==> src/rtl/alu_ctrl_pkg.sv <==
// Shared constants and types for the EX-stage ALU control and multiply sequencer.
// Holds funct codes, ALU select codes, HiLo writeback unit-select codes, FSM state
// and accumulate-mode encodings, plus small decode helpers.
package alu_ctrl_pkg;

  // Instruction funct field codes
  localparam logic [5:0] FunctAdd   = 6'b100000;
  localparam logic [5:0] FunctSub   = 6'b100010;
  localparam logic [5:0] FunctAnd   = 6'b100100;
  localparam logic [5:0] FunctOr    = 6'b100101;
  localparam logic [5:0] FunctSlt   = 6'b101010;
  localparam logic [5:0] FunctSrl   = 6'b000010;
  localparam logic [5:0] FunctMult  = 6'b011000;
  localparam logic [5:0] FunctMultu = 6'b011001;
  localparam logic [5:0] FunctMaddu = 6'b011100;
  localparam logic [5:0] FunctMsubu = 6'b000101;
  localparam logic [5:0] FunctMfhi  = 6'b010000;
  localparam logic [5:0] FunctMflo  = 6'b010010;

  // ALU operation select codes
  localparam logic [2:0] AluAnd = 3'b000;
  localparam logic [2:0] AluOr  = 3'b001;
  localparam logic [2:0] AluAdd = 3'b010;
  localparam logic [2:0] AluSub = 3'b110;
  localparam logic [2:0] AluSlt = 3'b111;

  // Unit-select codes driven during HiLo writeback
  localparam logic [5:0] MultuOut = 6'b111111;
  localparam logic [5:0] MadduOut = 6'b111110;
  localparam logic [5:0] MsubuOut = 6'b111101;

  typedef enum logic [1:0] {
    StIdle,
    StRun,
    StWb
  } mul_state_e;

  typedef enum logic [1:0] {
    AccOverwrite = 2'b00,
    AccAdd       = 2'b01,
    AccSub       = 2'b10
  } acc_mode_e;

  function automatic logic is_mul_class(logic [5:0] funct);
    return (funct == FunctMult) || (funct == FunctMultu) ||
           (funct == FunctMaddu) || (funct == FunctMsubu);
  endfunction

  function automatic logic is_hilo_read(logic [5:0] funct);
    return (funct == FunctMfhi) || (funct == FunctMflo);
  endfunction

  function automatic acc_mode_e acc_of(logic [5:0] funct);
    if (funct == FunctMaddu) return AccAdd;
    if (funct == FunctMsubu) return AccSub;
    return AccOverwrite;
  endfunction

  // MULT and MULTU share the overwrite writeback code
  function automatic logic [5:0] out_code(acc_mode_e acc);
    case (acc)
      AccAdd:  return MadduOut;
      AccSub:  return MsubuOut;
      default: return MultuOut;
    endcase
  endfunction

endpackage

==> src/rtl/mul_seq_fsm.sv <==
// Multiply-class op sequencer: IDLE -> RUN (CYCLES iterations) -> WB.
// Ports:
//   clk_i, rst_i      clock, synchronous active-high reset
//   issue_i           mul-class op present in EX this cycle
//   funct_i           funct field, used to latch signedness / accumulate mode
//   flush_i           cancel in-flight op (RUN or WB)
//   mul_start_o       one-cycle pulse in the first RUN cycle
//   mul_signed_o      1 for MULT, held for the whole op
//   acc_mode_o        accumulate mode, held for the whole op
//   hilo_we_o         HiLo write strobe (WB cycle)
//   busy_o            state != IDLE
//   wb_enter_o        the coming edge moves RUN -> WB
module mul_seq_fsm
  import alu_ctrl_pkg::*;
#(
  parameter int unsigned CYCLES = 32
) (
  input  logic       clk_i,
  input  logic       rst_i,
  input  logic       issue_i,
  input  logic [5:0] funct_i,
  input  logic       flush_i,
  output logic       mul_start_o,
  output logic       mul_signed_o,
  output logic [1:0] acc_mode_o,
  output logic       hilo_we_o,
  output logic       busy_o,
  output logic       wb_enter_o
);

  localparam int unsigned CNT_W = $clog2(CYCLES);
  localparam logic [CNT_W-1:0] CntLast = CNT_W'(CYCLES - 1);

  mul_state_e       state_q, state_d;
  logic [CNT_W-1:0] cnt_q, cnt_d;
  logic             start_q, start_d;
  logic             signed_q, signed_d;
  acc_mode_e        acc_q, acc_d;

  // Flush wins over the RUN -> WB transition
  assign wb_enter_o = (state_q == StRun) && (cnt_q == CntLast) && !flush_i;

  always_comb begin
    state_d  = state_q;
    cnt_d    = cnt_q;
    start_d  = 1'b0;
    signed_d = signed_q;
    acc_d    = acc_q;
    unique case (state_q)
      StIdle: begin
        if (issue_i) begin
          state_d  = StRun;
          cnt_d    = '0;
          start_d  = 1'b1;
          signed_d = (funct_i == FunctMult);
          acc_d    = acc_of(funct_i);
        end
      end
      StRun: begin
        if (flush_i) begin
          state_d  = StIdle;
          cnt_d    = '0;
          signed_d = 1'b0;
          acc_d    = AccOverwrite;
        end else if (cnt_q == CntLast) begin
          state_d = StWb;
        end else begin
          cnt_d = cnt_q + 1'b1;
        end
      end
      StWb: begin
        // Leaves after one cycle whether or not flushed
        state_d  = StIdle;
        cnt_d    = '0;
        signed_d = 1'b0;
        acc_d    = AccOverwrite;
      end
      default: begin
        state_d  = StIdle;
        cnt_d    = '0;
        signed_d = 1'b0;
        acc_d    = AccOverwrite;
      end
    endcase
  end

  always_ff @(posedge clk_i) begin
    if (rst_i) begin
      state_q  <= StIdle;
      cnt_q    <= '0;
      start_q  <= 1'b0;
      signed_q <= 1'b0;
      acc_q    <= AccOverwrite;
    end else begin
      state_q  <= state_d;
      cnt_q    <= cnt_d;
      start_q  <= start_d;
      signed_q <= signed_d;
      acc_q    <= acc_d;
    end
  end

  assign mul_start_o  = start_q;
  assign mul_signed_o = signed_q;
  assign acc_mode_o   = acc_q;
  assign hilo_we_o    = (state_q == StWb);
  assign busy_o       = (state_q != StIdle);

endmodule

==> src/rtl/alu_ctrl_seq.sv <==
// EX-stage ALU control with iterative multiply sequencing.
// Decodes alu_op/funct into alu_sel, drives the registered unit_sel bus for the
// shifter/multiplier/output mux, and stalls IF/ID/EX while a multiply-class op or
// a HiLo read would collide with an in-flight multiply.
// Ports:
//   clk, rst          clock, synchronous active-high reset
//   alu_op, funct     main-control ALUOp and instruction funct field
//   nop               EX slot is a bubble
//   flush             cancel in-flight multiply op
//   alu_sel, illegal  combinational decode
//   unit_sel          registered unit select
//   mul_start, mul_signed, acc_mode, hilo_we, busy   multiply sequencer outputs
//   stall             combinational pipeline freeze
module alu_ctrl_seq
  import alu_ctrl_pkg::*;
#(
  parameter int unsigned DATA_W = 32,
  parameter int unsigned CYCLES = DATA_W
) (
  input  logic       clk,
  input  logic       rst,
  input  logic [1:0] alu_op,
  input  logic [5:0] funct,
  input  logic       nop,
  input  logic       flush,
  output logic [2:0] alu_sel,
  output logic       illegal,
  output logic [5:0] unit_sel,
  output logic       mul_start,
  output logic       mul_signed,
  output logic [1:0] acc_mode,
  output logic       hilo_we,
  output logic       busy,
  output logic       stall
);

  logic       issue;
  logic       wb_enter;
  logic [5:0] unit_sel_q, unit_sel_d;

  always_comb begin
    alu_sel = AluAdd;
    illegal = 1'b0;
    unique case (alu_op)
      2'b00: alu_sel = AluAdd;
      2'b01: alu_sel = AluSub;
      2'b10: begin
        case (funct)
          FunctAdd: alu_sel = AluAdd;
          FunctSub: alu_sel = AluSub;
          FunctAnd: alu_sel = AluAnd;
          FunctOr:  alu_sel = AluOr;
          FunctSlt: alu_sel = AluSlt;
          // Known non-ALU functs are routed by unit_sel; ALU idles on add
          FunctSrl, FunctMult, FunctMultu, FunctMaddu, FunctMsubu,
          FunctMfhi, FunctMflo: alu_sel = AluAdd;
          default: illegal = 1'b1;
        endcase
      end
      default: illegal = 1'b1;
    endcase
  end

  assign issue = (alu_op == 2'b10) && !nop && is_mul_class(funct);

  // Only ops touching the multiplier or HiLo wait; everything else flows past
  assign stall = busy && !nop && (is_mul_class(funct) || is_hilo_read(funct));

  mul_seq_fsm #(
    .CYCLES(CYCLES)
  ) u_mul_seq_fsm (
    .clk_i       (clk),
    .rst_i       (rst),
    .issue_i     (issue),
    .funct_i     (funct),
    .flush_i     (flush),
    .mul_start_o (mul_start),
    .mul_signed_o(mul_signed),
    .acc_mode_o  (acc_mode),
    .hilo_we_o   (hilo_we),
    .busy_o      (busy),
    .wb_enter_o  (wb_enter)
  );

  always_comb begin
    unit_sel_d = unit_sel_q;
    if (wb_enter) begin
      unit_sel_d = out_code(acc_mode_e'(acc_mode));
    end else if (!nop && !stall) begin
      unit_sel_d = funct;
    end
  end

  always_ff @(posedge clk) begin
    if (rst) unit_sel_q <= '0;
    else     unit_sel_q <= unit_sel_d;
  end

  assign unit_sel = unit_sel_q;

endmodule

==> config.mk <==
export PLATFORM = sky130hd
export DESIGN_NAME = alu_ctrl_seq
export DESIGN_NICKNAME = d
export VERILOG_FILES = /design/src/rtl/alu_ctrl_pkg.sv /design/src/rtl/mul_seq_fsm.sv /design/src/rtl/alu_ctrl_seq.sv
export SDC_FILE = /design/constraint.sdc
export NUM_CORES = 1
export LEC_CHECK = 0
export CAP_MARGIN = 20
export CORE_ASPECT_RATIO = 0.8
export CORE_MARGIN = 2
export CORE_UTILIZATION = 40
export CTS_BUF_LIST = sky130_fd_sc_hd__clkbuf_16
export CTS_CLUSTER_SIZE = 12
export DETAILED_ROUTE_END_ITERATION = 10
export PLACE_DENSITY_LB_ADDON = 0.2
export SYNTH_ARGS = -nofsm -noshare
export SYNTH_HDL_FRONTEND = slang
export SYNTH_SLANG_ARGS = --single-unit
==> constraint.sdc <==
create_clock -name clk -period 3.95 [get_ports clk]
set_input_delay 0.79 -clock clk [delete_from_list [all_inputs] [get_ports clk]]
set_output_delay 0.79 -clock clk [all_outputs]
set_load 0.02 [all_outputs]
; ---- Word level (Yosys, flattened, before mapping)
; Index checks and enable logic that the tools add are counted.
[totals]
ff_bits = 17
inputBits = 12
out_inout_bits = 17
word_cells = 89
[classes]
n_addsub = 1
eq_ne = 23
mux = 33
bitwise_logic = 1
n_reduce_logical = 25
[ops]
columns = operator, n
row1 = "equality test 6 x 5 -> 1 bit, second input constant", 5
row2 = "equality test 6 bit, second input constant", 5
row3 = two-way mux 2 bit, 9
row4 = two-way mux 5 bit, 3
row5 = two-way mux 6 bit, 2
row6 = case mux 2 bit (2 select lines), 3
row7 = case mux 3 bit (4 select lines), 1
row8 = OR reduction 12 bit, 1
row9 = two-way mux 1 bit, 11
row10 = case mux 5 bit (2 select lines), 1
row11 = logical AND 1 bit, 7
row12 = "equality test 2 x 1 -> 1 bit, second input constant", 3
row13 = "equality test 2 bit, second input constant", 3
row14 = "equality test 6 x 2 -> 1 bit, second input constant", 1
row15 = "equality test 6 x 3 -> 1 bit, second input constant", 1
row16 = "inequality test 3 bit, second input constant", 2
row17 = case mux 3 bit (2 select lines), 1
row18 = AND reduction 2 bit, 3
row19 = "adder 5 x 1 -> 5 bit, second input constant", 1
row20 = "equality test 5 bit, second input constant", 1
row21 = logical OR 1 bit, 5
row22 = zero test 2 bit, 2
row23 = "inequality test 2 bit, second input constant", 2
row24 = case mux 1 bit (2 select lines), 2
row25 = other kinds (4), 8

; ---- Longest topological paths before layout
; Gate-level depths: netlist of the first run.
[depth]
word_depth = 14
mapped_depth = 7
ltp_nobuf = 7

; ---- Modules after synthesis
; Synthesis of the first run repeated with hierarchy kept, for this count alone.
[hier_totals]
cells_unflattened = 128
hier_area_um2 = 1097.3
[by_module_without_submodules]
columns = mod, instances, cells_each, area_per_inst_um2, seq_area_each_um2
row1 = alu_ctrl_seq, 1, 72, 569.3, 120.1
row2 = mul_seq_fsm, 1, 56, 528.0, 220.2

; ---- Least setup slack after synthesis of the first run
; No wires, ideal clock.
[synth_timing]
path_type = input port to output port
from = in funct[1]
to = out stall
arrival_time_ns = 2.174
t_required_ns = 3.160
setup_slack_ns = 0.986
stages = 5
path_buffers = 1
cell_sequence = buf_6 and4bb_1 nor2_2 or3_2 nor3_1
[synth_between]
elab_chain_cells = 6
elab_cells_between_ends = 12
cone_classes = 6 x eq/ne / 6 x reduce/logical
[synth_rtl]
columns = element, line
row1 = from (decl), alu_ctrl_seq.sv:23  ; input logic [5:0] funct,
row2 = equality test 6 x 5 -> 1 bit, alu_ctrl_pkg.sv:45  ; return (funct == FunctMult) || (funct == FunctMultu) ||
row3 = logical OR 1 bit (2 in series), alu_ctrl_pkg.sv:45
row4 = logical OR 1 bit, alu_ctrl_pkg.sv:46  ; (funct == FunctMaddu) || (funct == FunctMsubu);
row5 = logical OR 1 bit (*), alu_ctrl_seq.sv:67  ; assign stall = busy && !nop && (is_mul_class(funct) || is_hilo_read(funct));
row6 = logical AND 1 bit (*), alu_ctrl_seq.sv:67
row7 = to (decl), alu_ctrl_seq.sv:34  ; output logic stall
; Every way passes the cells marked *; elsewhere a longest branch is shown, timed or not.

; ---- Worst setup path in the final report of the first run
[layout_timing]
from = in funct[2]
to = out illegal
[layout_between]
elab_chain_cells = 4
elab_cells_between_ends = 15
cone_classes = 12 x eq/ne / 2 x mux / 1 x reduce/logical
[layout_rtl]
columns = element, line
row1 = "equality test 6 x 5 -> 1 bit, or another cell as far along", alu_ctrl_seq.sv:48  ; case (funct)
row2 = OR reduction 12 bit (no line) (*), -
row3 = two-way mux 1 bit (*), alu_ctrl_seq.sv:48
row4 = case mux 1 bit (2 select lines) (*), alu_ctrl_seq.sv:44  ; unique case (alu_op)
row5 = to (decl), alu_ctrl_seq.sv:27  ; output logic illegal,
; Marked as above.

==> results, run 1 <==
- The flow ran to the end, and the final reports show no timing, DRC or antenna violations.
- Setup slack on the critical path of the routed design comes to 0.145 ns.
- In the finished design, the share of the clock period the worst path needs comes to 0.963.
- Row generation in the floorplan step produced 16 rows.
- The finished cells cover roughly 1400 um2.
- The total chip power is 0.453 mW.
- In the synthesized netlist, the number of instances is around 120.
- In the final routed layout, each cell accounts on average for 13.2 um.
- The placed cell area is 1310 um2.
- The max-slew violation count is 0.
- The final hold violation count is 0.
- The data required time of the worst path is 3.16 ns.
- The die area is about 3000 um2.
- In the final timing run, aggregate negative setup slack is 0 ns.
- The switching share of total power is 0.238.
- Setup violations remaining at the end of the flow were counted as 0.
- The floorplan step defined a core boundary enclosing 2440 um2.
- The number of CTS-inserted buffers is 3.
- The time the final worst path needs with I/O delays and setup is 3.81 ns.
- The clock transition at the registers of the reported paths is ~0.050 ns.
- The post-synthesis register bit count is 17.
- After synthesis, the mean cell area works out to 8.30 um2.
- The leading area contributor after synthesis is dfxtp_1.
- The tree built by TritonCTS fans out to 17 sinks.
- Summed over all layers, the global routing overflow is 0.
- The most used flip-flop cell after synthesis is dfxtp_1.
- The clock root buffer is clkbuf_16.
- Yosys attributes the largest share of cell area to dfxtp_1, mux2i_1, ha_1.
- Port buffering added 28 buffers.
- The combinational cell fraction of total power is 0.156.
- The class of the tightest hold or removal check is reg2reg.
- After legalization and detailed placement, the total HPWL measured 1.89 mm.
- The number of detailed-routing iterations run before antenna repair is 4.
- The signed area change from the synthesized netlist to the final layout is 36.6%.
- The synthesized netlist contains 37 unique library cells.
- The share of synthesized area in the top cell type comes to 0.333.
- The leakage power is 0.570 nW.
- The die is 49.2 um tall.
- The remaining antenna violation count is 0.
- The initial core utilization is 0.418.
- The number of global-route vias before repair was between 900 and 1000.
- The warning count from the yosys run is 0.
- The die width is between 60 and 70 um.
- The global-route total usage across every layer is 0.180.
- The worst-case clock skew is 0.00403 ns.
- The maximum buffer depth of the clock tree is 2.
- The internal power of the cells is ~0.35 mW.
- Across all hold checks on the routed design, the worst slack comes to 0.478 ns.
- For this design the total switching power over the nets is about 0.11 mW.
- At the pin with the least slew margin, the transition time is 0.680 ns.
- The worst setup path is captured at a primary output.
- After detailed routing, the number of remaining DRC violations is 0.
- The signal arrival time at the worst endpoint is between 3 and 4 ns.
- 0 antenna diodes ended up in the layout.
- The total number of nets in the final design is approximately 170.
- In the synthesized netlist the async set-or-reset flop fraction comes to 0.
- By startpoint and endpoint, the worst setup path is classified as in2out.
- The critical path launch point type is a primary input.
- For this design the ratio of total power to cell area is 325 nW/um2.
- The number of nets in the synthesized netlist is 140.
- Setup repair after global routing left no endpoint under its margin.
- The netlist area before placement is 1020 um2.
- The highest clock rate is 0.263 GHz.
- The boundary pin count is 29.
- In the final layout, the share of cells above drive strength 1 is 0.0795.
- Yosys mapped a number of flops with a built-in enable equal to 0.
- The via-per-instance ratio is 5.17.
- The total length of routed wires is 2.47 mm.
- The worst voltage drop across the vdd grid is 0.260 mV.
- Routability-driven placement finished with a final weighted congestion of approximately 0.89.
- The max capacitance violation total is 0.
- The count of fill cells added during filler insertion is 239.
- The sequential area share after synthesis is 0.333.
- The global-route wire length before repair is 4.06 mm.
- The routed layout has 966 vias.
- In this run the worst path has a maximum fanout of 8.
- The part of the power in the clock network is 0.452.
- The count of H-tree levels built during CTS is 1.
- The number of antenna violations at the first check in global routing is 0.
- The relative slew slack is 0.545.
- Of the total power, registers draw 0.392.
- Prior to clock tree synthesis, the placed netlist has a worst setup slack of 0.158 ns.
- The initial detailed-routing violation count is 23.
- The pin count of the biggest net entering global routing is 21.
- Clock latency on the worst-skew pair, taken at its later pin, is roughly 0.25 ns.
- TritonCTS built the clock tree.
stage by stage:
step            util  cells
2_1_floorplan      -    123
5_1_grt        0.571    187
6_report       0.571    187
3_5_place_dp   0.537    183
3_3_place_gp   0.537    183
4_1_cts        0.570    187
cells in the mapped netlist (2+ instances only):
| library cell | instances |
|---|---|
| a311oi_1 | 3 |
| nand2_1 | 13 |
| a21oi_1 | 11 |
| a211oi_1 | 2 |
| nor2b_1 | 3 |
| mux2i_1 | 7 |
| nand2b_1 | 2 |
| nor3_1 | 4 |
| ha_1 | 5 |
| nor4_1 | 2 |
| and3_2 | 2 |
| o21ai_0 | 4 |
| nand3b_1 | 2 |
| o32ai_1 | 2 |
| inv_1 | 11 |
| nand3_1 | 2 |
| dfxtp_1 | 17 |
| nor2_1 | 11 |
| a31oi_1 | 2 |
state kept, by name (all words and copies together) (netlist names):
signal	count
unit_sel	6
u_mul_seq_fsm.cnt_q	5
u_mul_seq_fsm.acc_mode_o	2
u_mul_seq_fsm.state_q	2
u_mul_seq_fsm.mul_signed_o	1
u_mul_seq_fsm.mul_start_o	1
final timing paths:
check | startpoint | end | slack (ns) | cells after the start
worst max-delay path | funct[2] | illegal | 0.14 | 7
worst min-delay path | unit_sel[5]$_SDFFE_PP0P_ | unit_sel[5]$_SDFFE_PP0P_ | 0.48 | 2
worst max register to register | u_mul_seq_fsm.cnt_q[0]$_SDFFE_PP0P_ | unit_sel[1]$_SDFFE_PP0P_ | 2.19 | 6
worst min register to register | unit_sel[5]$_SDFFE_PP0P_ | unit_sel[5]$_SDFFE_PP0P_ | 0.48 | 2
layout make-up:
cell class	instances	area (um2)	share of cell area
multi-input combinational	90	598	0.429
inverter	11	41.3	0.0296
tap	36	45.0	0.0323
timing repair buffer	29	290	0.208
clock buffer	3	75.1	0.0538
sequential	17	340	0.244
clock inverter	1	5.00	0.00359
critical path, stage by stage:
cell,delay [ns]
clkdlybuf4s50_1,0.62
nand2_1,0.13
a311oi_1,0.50
or3_2,0.23
nand2_1,0.05
o31ai_1,0.06
clkdlybuf4s50_1,0.63
kinds of logic after synthesis:
kind of cell | share of synthesized area
AO/OA/AOI/OAI | 0.196
adder cells (fa/ha/maj) | 0.0711
buffers and inverters | 0.0809
flip-flops | 0.333
multiplexers | 0.0686
AND/OR/NAND/NOR | 0.250
timing repair:
action | CTS | global route
gates resized for setup | 0 | 1
setup endpoints to repair | 0 | 1
setup buffers | 0 | 0
hold buffers | 0 | 0
routing by layer:
| metal | vias to the layer above | share of wire | GRT usage |
|---|---|---|---|
| li1 | 493 | - | - |
| met1 | 443 | 0.51 | 0.261 |
| met2 | 28 | 0.43 | 0.259 |
| met3 | 2 | 0.062 | 0.0610 |
| met4 | 0 | 0.0032 | 0.0362 |
| met5 | - | 0 | 0 |
placed cells by master (no fill, tap or decap), types with 2 or more instances in the layout:
master,Yosys,layout
clkdlybuf4s50_1,0,27
dfxtp_1,17,17
nand2_1,13,13
nor2_1,11,11
inv_1,11,11
a21oi_1,11,11
mux2i_1,7,7
ha_1,5,5
nor3_1,4,4
o21ai_0,4,4
nor2b_1,3,3
a311oi_1,3,3
clkbuf_16,0,3
a31oi_1,2,2
nand3b_1,2,2
and3_2,2,2
nand2b_1,2,2
nor4_1,2,2
nand3_1,2,2
a211oi_1,2,2
o32ai_1,2,2
power groups by stage:
stage | registers [mW] | logic [mW] | clock network, mW
after floorplan | 0.185 | 0.0362 | 0
after global placement | 0.181 | 0.0702 | 0
after detailed placement | 0.181 | 0.0704 | 0
after CTS | 0.178 | 0.0709 | 0.206
after global routing | 0.178 | 0.0765 | 0.213
final | 0.178 | 0.0707 | 0.205
Power figures use the tool's default switching activity.
==> inputs of run 2 (changes only) <==
--- a/config.mk
+++ b/config.mk
@@ -12,7 +12,8 @@
 export CTS_BUF_LIST = sky130_fd_sc_hd__clkbuf_16
 export CTS_CLUSTER_SIZE = 12
 export DETAILED_ROUTE_END_ITERATION = 10
-export PLACE_DENSITY_LB_ADDON = 0.2
+export PLACE_DENSITY_LB_ADDON = 0.3
 export SYNTH_ARGS = -nofsm -noshare
 export SYNTH_HDL_FRONTEND = slang
+export SYNTH_HIERARCHICAL = 1
 export SYNTH_SLANG_ARGS = --single-unit
==> constraint.sdc (replaced) <==
create_clock -name clk -period 3.95 [get_ports clk]
set_input_delay 0.5925 -clock clk [delete_from_list [all_inputs] [get_ports clk]]
set_output_delay 0.5925 -clock clk [all_outputs]
set_load 0.02 [all_outputs]
==> run 2 against run 1 <==
Compared with the run above: die area is 6.9% higher; sequential power hardly changed; total power grew 0.78%; sequential cell count is the same; synthesized cell count grew 4.1%; area after synthesis is 7.5% higher; clock-buffer cell count stayed put; cell area grew 4.4%.
==> results, run 2 <==
- Most frequent cells after synthesis: dfxtp_1, nor2_1, a21oi_1, nand3_1, inv_1 (was dfxtp_1, nand2_1, a21oi_1, inv_1, nor2_1).
- The placed cell area is 1380 um2 (was 1310 um2).
- The signal arrival time at the worst endpoint is 2.67 ns (was 3.02 ns).
- The die width is 62.6 um (was 60.5 um).
- The initial core utilization is 0.435 (was 0.418).
- The final setup TNS is 0 ns (unchanged).
- The relative slew slack was 0.641 (was 0.545).
- The summed area of non-filler cells in the final layout is 1460 um2 (was 1400 um2).
- The leakage power came to 0.547 nW (was 0.570 nW).
- The critical path buffer and inverter count was 2 (unchanged).
- The most used flip-flop cell after synthesis is dfxtp_1 (unchanged).
- The vertical extent of the die was 50.8 um (was 49.2 um).
- The type of element capturing the critical path was a primary output (unchanged).
- The worst voltage drop across the vdd grid came to 0.232 mV (was 0.260 mV).
- The post-synthesis async set-or-reset flop share is 0 (unchanged).
- The final worst-path cycle share is 0.826 (was 0.963).
- The total number of nets in the final design is 173 (was 169).
- The most frequent cell after synthesis is dfxtp_1 (unchanged).
- The max-slew violation count was 0 (unchanged).
- Result of the run: finished clean (unchanged).
- The critical path launch point type was a primary input (unchanged).
- The number of endpoints failing setup at the final stage came to 0 (unchanged).
- The data required time of the worst path is 3.36 ns (was 3.16 ns).
- The clock latency on the worst-skew pair was 0.25 ns (about the same).
- The xor and xnor area share after synthesis is 0 (unchanged).
- The gate family responsible for the most delay along the worst path is buffers and inverters (unchanged).
- The post-synthesis share of cell area spent on full adders, half adders and majority gates was 0.0661 (was 0.0711).
- The boundary pin count is 29 (unchanged).
- The master of the slowest instance on the critical path is clkdlybuf4s50_1 (unchanged).
- The remaining antenna violation count is 0 (unchanged).
- The area share of the leading cell type in the synthesized netlist is 0.310 (was 0.333).
- The clock transition at the registers of the reported paths was 0.05 ns (about the same).
- The number of antenna violations at the first check in global routing was 0 (unchanged).
- Most frequent cells in the layout: clkdlybuf4s50_1, dfxtp_1, nor2_1, a21oi_1, nand3_1 (was clkdlybuf4s50_1, dfxtp_1, nand2_1).
- The largest stage delay on the critical path was 0.69 ns (was 0.63 ns).
- The number of flops mapped to enable cells by yosys is 0 (unchanged).
- The number of flip-flops in the largest register is 6 (unchanged).
- The area of combinational cells with multiple inputs is 677 um2 (was 598 um2).
- The number of detailed-routing iterations run before antenna repair is 4 (unchanged).
- Crit path cell chain: clkdlybuf4s50_1 > mux2_2 > o211ai_2 > and4_2 > clkdlybuf4s50_1 (was clkdlybuf4s50_1 > nand2_1 > a311oi_1 > or3_2 > nand2_1 > o31ai_1 > clkdlybuf4s50_1).
- The die area came to 3180 um2 (was 2980 um2).
- The netlist area before placement is 1100 um2 (was 1020 um2).
- The signed area change from the synthesized netlist to the final layout is 32.7% (was 36.6%).
- The leading area contributor after synthesis is dfxtp_1 (unchanged).
- The count of H-tree levels built during CTS is 1 (unchanged).
- The transition time at the pin with the least slew margin is 0.533 ns (was 0.680 ns).
- The number of distinct standard cells referenced by the synthesized netlist is 46 (was 37).
- The number of CTS-inserted buffers was 3 (unchanged).
- The post-synthesis area per instance is 8.57 um2 (was 8.30 um2).
- The post-synthesis simple-gate area fraction is 0.285 (was 0.250).
- The post-synthesis net count is 145 (was 140).
- The critical path's most frequent cell is clkdlybuf4s50_1.
- The global-route wire length before repair was 4.48 mm (was 4.06 mm).
- The sequential area share after synthesis was 0.310 (was 0.333).
- Most area-consuming cells after synthesis: dfxtp_1, ha_1, mux2i_1 (was dfxtp_1, mux2i_1, ha_1).
- The initial detailed-routing violation count is 42 (was 23).
- The pin count of the biggest net entering global routing is 14 (was 21).
- The power per standard cell area is 313 nW/um2 (was 325 nW/um2).
- The maximum buffer depth of the clock tree is 2 (unchanged).
- The share of cell area taken by muxes after synthesis is 0.0753 (was 0.0686).
- The number of gates resized after cts is 0 (unchanged).
- The half-perimeter wire length of the detailed placement result came to 2.09 mm (was 1.89 mm).
- The most frequent standard cell in the layout excluding fill and tap cells is clkdlybuf4s50_1 (unchanged).
- The standard-cell row count is 16 (unchanged).
- The placeable core area is 2520 um2 (was 2440 um2).
- The ratio of cells with drive above 1 in the final layout is 0.0968 (was 0.0795).
- Unrepaired setup endpoints after global routing: false (unchanged).
- The post-synthesis register bit count is 17 (unchanged).
- The class of the tightest hold or removal check is reg2reg (unchanged).
- The combinational family with the most area after synthesis is simple AND/OR/NAND/NOR gates (unchanged).
- The total length of routed wires is 2.72 mm (was 2.47 mm).
- The highest clock rate is 0.306 GHz (was 0.263 GHz).
- The register area is 340 um2 (unchanged).
- The total number of vias came to 1064 (was 966).
- The fraction of the mapped netlist area in compound gates is 0.190 (was 0.196).
- The time the final worst path needs with I/O delays and setup is 3.26 ns (was 3.81 ns).
- The number of global-route vias before repair came to 982 (was 904).
- The count of hold-fix buffers inserted at cts is 0 (unchanged).
- The detailed-route wire length per cell is 14.3 um (was 13.2 um).
- The global placement routability congestion is 0.799 (was 0.891).
- The total setup buffers inserted after CTS is 0 (unchanged).
- The synthesized netlist cell count is 128 (was 123).
- The peak fanout along the critical path is 12 (was 8).
- The worst-case clock skew is 0.00474 ns (was 0.00403 ns).
- The global-route total usage across every layer was 0.182 (was 0.180).
- The count of fill cells added during filler insertion is 241 (was 239).
- The count of inserted antenna diode cells is 0 (unchanged).
- The count of buffers inserted at the top-level ports is 28 (unchanged).
- The final global-route overflow total was 0 (unchanged).
- The max capacitance violation total was 0 (unchanged).
- The via-per-instance ratio is 5.57 (was 5.17).
- The clock root buffer was clkbuf_16 (unchanged).
- The warning count from the yosys run was 6 (was 0).
- The number of remaining DRC errors is 0 (unchanged).
- The clock tree from TritonCTS is done (unchanged).
- The startpoint-to-endpoint class of the critical path is in2out (unchanged).
- The number of sinks on the clock net came to 17 (unchanged).
- The final hold violation count is 0 (unchanged).
[run 2: changes by cell type after synthesis, moves of 3 or more]
cell / delta
nand3_1: +8
a311oi_1: -3
or4_1: +3
nand2_1: -8
[run 2: final timing paths]
check                                                              from                                       to  slack (ns)  depth (start not counted)
worst max-delay path                                           funct[3]                                    stall        0.69                          5
worst min-delay path            u_mul_seq_fsm/mul_signed_o$_SDFFE_PP0P_  u_mul_seq_fsm/mul_signed_o$_SDFFE_PP0P_        0.48                          2
worst max register to register      u_mul_seq_fsm/cnt_q[1]$_SDFFE_PP0P_                 unit_sel[0]$_SDFFE_PP0P_        2.01                          8
worst min register to register  u_mul_seq_fsm/mul_signed_o$_SDFFE_PP0P_  u_mul_seq_fsm/mul_signed_o$_SDFFE_PP0P_        0.48                          2
[run 2: report_power, final]
| part | internal [mW] | leakage (nW) | switching [mW] |
|---|---|---|---|
| logic | 0.0366 | 0.368 | 0.0378 |
| registers | 0.175 | 0.138 | 0.00209 |
| clock network | 0.136 | 0.0409 | 0.0691 |
| total | 0.347 | 0.547 | 0.109 |
[run 2: worst min-delay path: stages, from the launching register on]
cell and delay (ns):
dfxtp_1 0.30, nand3_1 0.05, o21ai_0 0.07
[run 2: area by class of cell]
type	count	area share
clock inverters	1	0.00344
repair buffers	28	0.192
clock buffers	3	0.0515
inverters	9	0.0232
multi-input cells	97	0.465
well taps	36	0.0309
flip-flops and latches	17	0.234
[run 2: metal layers]
metal | wire (um) | vias to the layer above | GRT usage
met5 | 0 | - | 0
met4 | 42 | 0 | 0.0889
met3 | 168 | 6 | 0.0507
met2 | 1210 | 37 | 0.283
met1 | 1300 | 501 | 0.234
li1 | - | 520 | -
[run 2: cells by family (layout without fill, tap and decap cells)]
logic type                 count (synthesis)  after routing
and+or+nand+nor                           53             53
AOI/OAI and AO/OA                         30             30
DFF                                       17             17
buffers and inverters                     14             41
muxes                                      8              8
adders and majority gates                  6              6
[run 2: stage by stage]
| step | utilization | instances | worst slack (ns) | power [mW] | hold WS (ns) |
|---|---|---|---|---|---|
| floorplan | - | 128 | 1.78 | 0.223 | 0.445 |
| global placement | 0.546 | 187 | 0.730 | 0.253 | 0.461 |
| detailed placement | 0.546 | 187 | 0.705 | 0.255 | 0.474 |
| CTS | 0.577 | 191 | 0.699 | 0.460 | 0.491 |
| global route | 0.577 | 191 | 0.546 | 0.475 | 0.510 |
| finish | 0.577 | 191 | 0.685 | 0.456 | 0.482 |
